File: config.mk
export PLATFORM = sky130hd
export DESIGN_NAME = pkt_rr_arbiter
export DESIGN_NICKNAME = d
export VERILOG_FILES = /design/src/rtl/pkt_arb_pkg.sv /design/src/rtl/rr_pick.sv /design/src/rtl/pkt_rr_arbiter.sv
export SDC_FILE = /design/constraint.sdc
export NUM_CORES = 1
export LEC_CHECK = 0
export BUFFER_PORTS_ARGS = -buffer_cell sky130_fd_sc_hd__buf_2
export CAP_MARGIN = 20
export CORE_UTILIZATION = 36
export CTS_CLUSTER_SIZE = 30
export DETAILED_ROUTE_END_ITERATION = 10
export PLACE_DENSITY = 0.87
export SYNTH_ARGS = -nofsm -noshare
export SYNTH_HDL_FRONTEND = slang
export SYNTH_SLANG_ARGS = --single-unit
File: constraint.sdc
create_clock -name aclk -period 4.65 [get_ports aclk]
set_input_delay 0.93 -clock aclk [delete_from_list [all_inputs] [get_ports aclk]]
set_output_delay 0.93 -clock aclk [all_outputs]
set_load 0.005 [all_outputs]
File: src/rtl/pkt_arb_pkg.sv
// Shared encodings and helpers for the packet round-robin arbiter.
package pkt_arb_pkg;

    localparam logic ST_IDLE = 1'b0;
    localparam logic ST_BUSY = 1'b1;

    // Ceiling log2, minimum 1 so a 2-port arbiter still gets a 1-bit grant.
    function automatic int unsigned clog2(input int unsigned n);
        int unsigned r;
        r = 1;
        while ((64'd1 << r) < 64'(n)) begin
            r++;
        end
        return r;
    endfunction

endpackage

File: src/rtl/rr_pick.sv
// Combinational rotate-priority encoder: first requester after last_grant, modulo C_NUM_PORTS.
module rr_pick
    import pkt_arb_pkg::*;
#(
    parameter int unsigned C_NUM_PORTS = 4,
    parameter int unsigned C_GRANT_W   = clog2(C_NUM_PORTS)
) (
    input  logic [C_NUM_PORTS-1:0] req,
    input  logic [C_GRANT_W-1:0]   last_grant,
    output logic                   found,
    output logic [C_GRANT_W-1:0]   pick_id
);

    always_comb begin
        int unsigned idx;
        idx     = 0;
        found   = 1'b0;
        pick_id = '0;
        for (int unsigned k = 1; k <= C_NUM_PORTS; k++) begin
            idx = (32'(last_grant) + k) % C_NUM_PORTS;
            if (!found && req[idx]) begin
                found   = 1'b1;
                pick_id = idx[C_GRANT_W-1:0];
            end
        end
    end

endmodule

File: src/rtl/pkt_rr_arbiter.sv
// Packet-level round-robin arbiter merging C_NUM_PORTS AXI-Stream queues into one egress stream.
// Per-port packet counters are built only when PKT_ARB_STATS_EN is defined.
module pkt_rr_arbiter
    import pkt_arb_pkg::*;
#(
    parameter int unsigned C_NUM_PORTS  = 4,
    parameter int unsigned C_DATA_WIDTH = 8,
    parameter int unsigned C_MTY_WIDTH  = 8,
    parameter int unsigned C_CNT_WIDTH  = 16,
    parameter int unsigned C_GRANT_W    = clog2(C_NUM_PORTS)
) (
    input  logic                                aclk,
    input  logic                                areset,
    input  logic [C_NUM_PORTS-1:0]              s_axis_tvalid,
    input  logic [C_NUM_PORTS*C_DATA_WIDTH-1:0] s_axis_tdata,
    input  logic [C_NUM_PORTS-1:0]              s_axis_tlast,
    input  logic [C_NUM_PORTS*C_MTY_WIDTH-1:0]  s_axis_tuser_mty,
    output logic [C_NUM_PORTS-1:0]              s_axis_tready,
    output logic                                m_axis_tvalid,
    output logic [C_DATA_WIDTH-1:0]             m_axis_tdata,
    output logic                                m_axis_tlast,
    output logic [C_MTY_WIDTH-1:0]              m_axis_tuser_mty,
    input  logic                                m_axis_tready,
    output logic [C_GRANT_W-1:0]                grant_id,
    output logic                                busy,
    output logic [C_NUM_PORTS*C_CNT_WIDTH-1:0]  pkt_cnt
);

    logic                 state_q, state_d;
    logic [C_GRANT_W-1:0] grant_q, grant_d;
    logic [C_GRANT_W-1:0] last_q, last_d;
    logic                 found;
    logic [C_GRANT_W-1:0] pick_id;
    logic                 xfer_last;

    rr_pick #(
        .C_NUM_PORTS (C_NUM_PORTS),
        .C_GRANT_W   (C_GRANT_W)
    ) u_rr_pick (
        .req        (s_axis_tvalid),
        .last_grant (last_q),
        .found      (found),
        .pick_id    (pick_id)
    );

    // Pure pass-through of the granted port while busy; everything quiet in idle.
    always_comb begin
        m_axis_tvalid    = 1'b0;
        m_axis_tdata     = '0;
        m_axis_tlast     = 1'b0;
        m_axis_tuser_mty = '0;
        s_axis_tready    = '0;
        busy             = 1'b0;
        if (state_q == ST_BUSY) begin
            m_axis_tvalid          = s_axis_tvalid[grant_q];
            m_axis_tdata           = s_axis_tdata[32'(grant_q)*C_DATA_WIDTH +: C_DATA_WIDTH];
            m_axis_tlast           = s_axis_tlast[grant_q];
            m_axis_tuser_mty       = s_axis_tuser_mty[32'(grant_q)*C_MTY_WIDTH +: C_MTY_WIDTH];
            s_axis_tready[grant_q] = m_axis_tready;
            busy                   = 1'b1;
        end
    end

    assign xfer_last = busy && m_axis_tvalid && m_axis_tready && m_axis_tlast;
    assign grant_id  = grant_q;

    always_comb begin
        state_d = state_q;
        grant_d = grant_q;
        last_d  = last_q;
        if (state_q == ST_IDLE) begin
            if (found) begin
                grant_d = pick_id;
                state_d = ST_BUSY;
            end
        end else if (xfer_last) begin
            last_d  = grant_q;
            state_d = ST_IDLE;
        end
    end

    always_ff @(posedge aclk) begin
        if (areset) begin
            state_q <= ST_IDLE;
            grant_q <= '0;
            last_q  <= C_GRANT_W'(C_NUM_PORTS - 1);
        end else begin
            state_q <= state_d;
            grant_q <= grant_d;
            last_q  <= last_d;
        end
    end

`ifdef PKT_ARB_STATS_EN
    logic [C_NUM_PORTS*C_CNT_WIDTH-1:0] cnt_q, cnt_d;

    always_comb begin
        cnt_d = cnt_q;
        if (xfer_last) begin
            cnt_d[32'(grant_q)*C_CNT_WIDTH +: C_CNT_WIDTH] =
                cnt_q[32'(grant_q)*C_CNT_WIDTH +: C_CNT_WIDTH] + C_CNT_WIDTH'(1);
        end
    end

    always_ff @(posedge aclk) begin
        if (areset) begin
            cnt_q <= '0;
        end else begin
            cnt_q <= cnt_d;
        end
    end

    assign pkt_cnt = cnt_q;
`else
    assign pkt_cnt = '0;
`endif

endmodule

* Word-level counts from Yosys, hierarchy flattened
Cells that the tools add are included.
** Storage, ports and cells
- Word-level logic and storage cells :: 60
- Input port bits :: 75
- Register bits after elaboration :: 5
- Output and inout bits :: 89
** Operators by class
- Multiplexer cells :: 31
- Add/sub/neg operators :: 4
- Bitwise gates (word level) :: 2
- Order comparisons :: 6
- Reductions and logical operators :: 12
- Shifts and indexed selects :: 2
** Operators by type and width (number)
- 32-bit by 6-bit variable part select with 8-bit output :: 2
- 1-bit two-way mux :: 17
- 8-bit two-way mux :: 2
- 2-bit by 3-bit less-than comparator with 1-bit output, second input constant :: 5
- 1-bit binary-select mux with 2-bit select :: 6
- 2-bit two-way mux :: 4
- 1-bit logical AND :: 7
- 2-bit by 1-bit adder with 2-bit output, second input constant :: 2
- 2-bit adder, second input constant :: 2
- 4-bit bitwise AND :: 1
- 4-bit two-way mux :: 1
- 2-bit AND reduction :: 2
- 1-bit logical NOT :: 3
- 1-bit demux with 2-bit select :: 1
- 2-bit by 1-bit >= comparator with 1-bit output, second input constant :: 1
- 1-bit NOT :: 1

* Depth between registers and ports, before layout
- Word-level depth :: 15
- Gate-level depth with buffers :: 5
- Depth with buffers taken out :: 4

* Hierarchy
From an unflattened synthesis, not the netlist that was laid out.
** Second synthesis, totals
- Cells, all modules :: 150
- Area, all modules :: 1355.0 um2
** Modules (own cells, without submodules)
- pkt_rr_arbiter :: times used 1, seq. area each 100.1 um2, area each 1263.7 um2, cells an instance 136
- rr_pick :: times used 1, seq. area each 0.0 um2, area each 91.3 um2, cells an instance 14

* Least setup slack after synthesis
Ideal clock, no wire load.
- Path kind :: in2out
- Start :: input port s_axis_tlast[3]
- End :: output port m_axis_tlast
- Stages :: 2
- Path slack :: 2.126 ns
- Data required time :: 3.720 ns
- Buffers on the path :: 0
- Arrival :: 1.594 ns
- Cells stage by stage :: mux4_2 -> and2_1
** On the way
- Word-level cells in the longest chain between the ends :: 3
** Ends and longest elaborated chain
- start, declared :: RTL line pkt_rr_arbiter.sv:16 : input logic [C_NUM_PORTS-1:0] s_axis_tlast,
- 1-bit binary-select mux with 2-bit select :: RTL line pkt_rr_arbiter.sv:57 : m_axis_tlast = s_axis_tlast[grant_q];
- 1-bit two-way mux (not written as such) :: RTL line pkt_rr_arbiter.sv:57
- 1-bit two-way mux :: RTL line pkt_rr_arbiter.sv:54 : if (state_q == ST_BUSY) begin
- end, declared :: RTL line pkt_rr_arbiter.sv:21 : output logic m_axis_tlast,
Every way passes these cells. The select of a mux whose other input is x is not followed.

* Worst setup path after layout
- Start :: register grant_q[0], in the netlist grant_id[0]
- End :: output port m_axis_tuser_mty[2]
** On the way
- Word-level cells in the longest chain between the ends :: 2
** Ends and longest elaborated chain
- start, declared :: RTL line pkt_rr_arbiter.sv:30 : logic [C_GRANT_W-1:0] grant_q, grant_d;
- start signal, assigned :: RTL line pkt_rr_arbiter.sv:89 : grant_q <= grant_d;
- 32-bit by 6-bit variable part select with 8-bit output :: RTL line pkt_rr_arbiter.sv:58 : m_axis_tuser_mty = s_axis_tuser_mty[32'(grant_q)*C_MTY_WIDTH +: C_MTY_WIDTH];
- 8-bit two-way mux :: RTL line pkt_rr_arbiter.sv:54
- end, declared :: RTL line pkt_rr_arbiter.sv:22 : output logic [C_MTY_WIDTH-1:0] m_axis_tuser_mty,
Every way passes these cells.

==> summary.md <==
The floorplan has 22 rows. The count of cells along the worst hold path is 2, and the post-route antenna net violation count is 0. Data arrives at the worst endpoint at 2.15 ns. The library cell used most frequently in the layout, excluding fill and tap cells, is sky130_fd_sc_hd__buf_2. Counting distinct cell types in the post-synthesis netlist gives 28. The worst setup path is launched from a flop. The final count of negative-setup-slack endpoints came out at 0.

In this run, post-CTS repair resized a total of 0 instances. The initial core utilization is 37.5%, and the average wire per standard cell is 11.4 µm. The first global-routing pass estimated 5090 µm of wire.

The clock period minus worst slack came out at 3.08 ns. Setup repair after global routing left no endpoint under its margin. For the total count of max-transition violations in the final report, the log shows 0.

The critical path's top delay family was flip-flops. Between clock sinks in the finished design, the worst skew comes to 0.00203 ns. The analysis attributes to cell leakage a power of 0.000945 µW. The chip width is 63.7 µm. The setup slack of the worst register-to-register path was 2.47 ns. For the final routed database, the setup TNS stands at 0 ns. Number of global-route vias before repair: 1,137. Height of the die: 63.7 µm. After synthesis, flip-flops and latches occupy 7.29% of the total area. Summed over all nets, the switching power comes to 97.7 µW.

Traced cell by cell, the critical path runs through buf_4, mux4_2, and2_1, buf_2. The tools report the depth of the CTS H-tree as 1. The setup slack after placement was 1.72 ns; the detailed-router iteration count before antenna repair was 4.

The run gives 0.582 ns as the worst slack on hold paths. The total of hold buffers inserted after clock tree synthesis came out at 0. The tree is rooted in a sky130_fd_sc_hd__clkbuf_8. The destination of the worst register-to-register timing path is last_q[0]$_SDFFE_PP1P_. At the pin with the least slew margin, the transition time is 0.955 ns. The die covers 4060 µm².

The run gives 1.57 ns as the final worst slack. Among all flip-flop cells after synthesis, the most frequent one is sky130_fd_sc_hd__dfxtp_1. In this run the critical register-to-register path is launched from grant_id[0]$_SDFFE_PP0P_. The fraction of registers with async set or reset after synthesis was 0%. The most critical setup path has its endpoint at m_axis_tuser_mty[2]. The post-detailed-routing wire length is 3380 µm, and the number of nets in the finished design is 324. The flow ran to the end, and the final reports show no timing, DRC or antenna violations. Total global routing track utilization: 15.8%. The filler cells instantiated in the layout total 363. The run gives 324 MHz as the maximum clock frequency. The number of clock buffers added by TritonCTS is 3. STA classifies the critical path endpoint as an output port. Ranked by total cell area, the synthesized netlist is headed by sky130_fd_sc_hd__buf_4 36%, sky130_fd_sc_hd__mux4_2 28%, sky130_fd_sc_hd__and2_1 7.7%. The logs give 0 for the Yosys warning count and 0 for the number of antenna repair diodes. The worst reg2reg path depth works out to 5. Together, buffers and inverters on the worst path number 2. The port buffer count was 99. TritonCTS built the clock tree. The critical path starts at grant_id[0]$_SDFFE_PP0P_. The largest individual stage delay along the critical path comes from the cell sky130_fd_sc_hd__dfxtp_1. For this block, the initial DRC count from the detailed router was 40. The later pin in the worst-skew pair is clocked with a latency of 0.22 ns. The tools report the core box area as 3660 µm². The logs give 1650 µm² for the total cell area at the placement stage and 0 for the number of max-cap violations.

The final critical-path share of the clock period was 66.3%. The sequential cell fraction of total power was 22.4%; the number of vias per cell was 4.42. DRC violation count after routing: 0.

The internal power of the cells totals 197 µW. Detailed placement finished with a half-perimeter wire length of 2820 µm. The worst-case IR drop observed on VDD is 0.277 mV. The clock transition at the registers of the reported paths was 0.03 ns; the post-CTS setup buffer count was 0.

Synthesis inferred 5 register bits. The initial antenna violation count came out at 0. No sink is reached through more buffers than the 2 on the longest clock path. The largest single stage delay on the critical path is 0.76 ns. Largest area contributor in the netlist: sky130_fd_sc_hd__buf_4.

Summing every instance area after synthesis gives 1370 µm². The logic depth of the worst path, buffers included was 4; the number of top-level design ports was 164. Summing over every cut layer, the via total after detailed routing is 1,307.

The min-delay analysis places its worst path in the category reg -> reg. Power per standard cell area: 174 nW/µm². The library cells used most frequently in the layout, excluding fill and tap cells, are 99 x sky130_fd_sc_hd__buf_2, 64 x sky130_fd_sc_hd__conb_1, 17 x sky130_fd_sc_hd__mux4_2, 17 x sky130_fd_sc_hd__and2_1, 8 x sky130_fd_sc_hd__nor2_1.

The gate count after technology mapping was 152. Final number of hold-violating endpoints: 0. Synthesized area per cell: 9.03 µm².

Along the worst path, the maximum fanout reaches 13. The run gives 0 as the leftover overflow at the end of global routing. At the end of routability-driven placement, the weighted congestion stood at 0.912. In this run the tightest slew margin relative to its limit is 36.3%. The clock network burns 26.8% of the power.

The share of total power dissipated in combinational logic is 50.7%. Entering global routing, the biggest net connects 25 pins. The required time at the endpoint of the critical path is 3.72 ns, and the count of clock tree sinks is 5. The number of enable-type register cells in the synthesized netlist works out to 0.

The type of the worst setup path was reg -> out. The portion of synthesized cell area occupied by the leading cell type is 35.6%, and the final design area excluding fillers is 1700 µm². The fraction of final layout cells sized beyond drive strength 1 is 49.6%, and the proportion of total power due to net switching is 33.2%. From synthesis to final layout, the design area changed by 23.7%.
-- tightest hold or removal path, cell delays in order, from the launching register on --
cell	delay, ns
sky130_fd_sc_hd__dfxtp_1	0.36
sky130_fd_sc_hd__nand3_1	0.09
sky130_fd_sc_hd__a311oi_1	0.08
-- cell families (layout without fill, tap and decap cells) --
family,count (synthesis),count (layout),synth area share [%]
compound gates,16,16,8.75
buf+inv,74,107,38.7
flops,5,5,7.29
mux,20,20,30.1
other cells,1,64,0.273
simple gates,36,36,15.0
-- worst min-delay path by stage --
stage | endpoint | slack [ns] | start
2_1_floorplan | grant_id[1]$_SDFFE_PP0P_ | 0.52 | last_q[1]$_SDFFE_PP1P_
3_3_place_gp | grant_id[1]$_SDFFE_PP0P_ | 0.56 | last_q[1]$_SDFFE_PP1P_
3_5_place_dp | grant_id[1]$_SDFFE_PP0P_ | 0.58 | last_q[1]$_SDFFE_PP1P_
4_1_cts | grant_id[1]$_SDFFE_PP0P_ | 0.58 | last_q[1]$_SDFFE_PP1P_
5_1_grt | grant_id[1]$_SDFFE_PP0P_ | 0.61 | last_q[1]$_SDFFE_PP1P_
6_report | grant_id[1]$_SDFFE_PP0P_ | 0.58 | last_q[1]$_SDFFE_PP1P_
-- Yosys cell counts, drive strengths merged, types with 2 or more instances --
library cell,n
nor2,8
dfxtp,5
buf,69
o22ai,2
o21ai,2
nand3b,2
a21boi,3
a311oi,2
nand2b,2
inv,3
nand3,2
o221ai,2
mux2i,3
mux4,17
and2,18
nand2,2
a211o,2
clkbuf,2
-- per-layer routing --
layer,wire length [µm],vias to the layer above,global-route usage [%],share of wire [%]
met1,1310,621,18.5,39
met3,256,6,3.39,7.6
met4,29,0,3.13,0.86
met5,0,-,0,0
li1,-,597,-,-
met2,1780,83,29.4,53
-- power groups by stage --
| stage | clock network [µW] | logic [µW] | registers (µW) |
|---|---|---|---|
| 2_1_floorplan | 0 | 144 | 51.6 |
| 3_3_place_gp | 0 | 146 | 67.0 |
| 3_5_place_dp | 0 | 149 | 67.7 |
| 4_1_cts | 80.5 | 150 | 67.1 |
| 5_1_grt | 84.5 | 165 | 69.2 |
| 6_report | 79.1 | 150 | 66.0 |
-- sequential cells by signal, summed over array words and instances, names as in the netlist --
name / flops
last_q: 2
grant_id: 2
state_q: 1
-- layout make-up --
cell class	count	area [µm²]	area share, %
Inverter	3	11.3	0.663
Timing Repair Buffer	100	503	29.6
Clock buffer	4	45.0	2.65
Multi-Input combinational cell	136	978	57.6
Sequential cell	5	100	5.90
Tap cell	48	60.1	3.54
-- per-stage QoR --
stage	std cells	total power (µW)	util [%]
final	296	295	46.4
after global routing	296	319	46.4
after CTS	296	297	46.4
after detailed placement	292	217	45.1
after global placement	292	213	45.1
after floorplan	215	195	-
(Power assumes the default switching activity.)
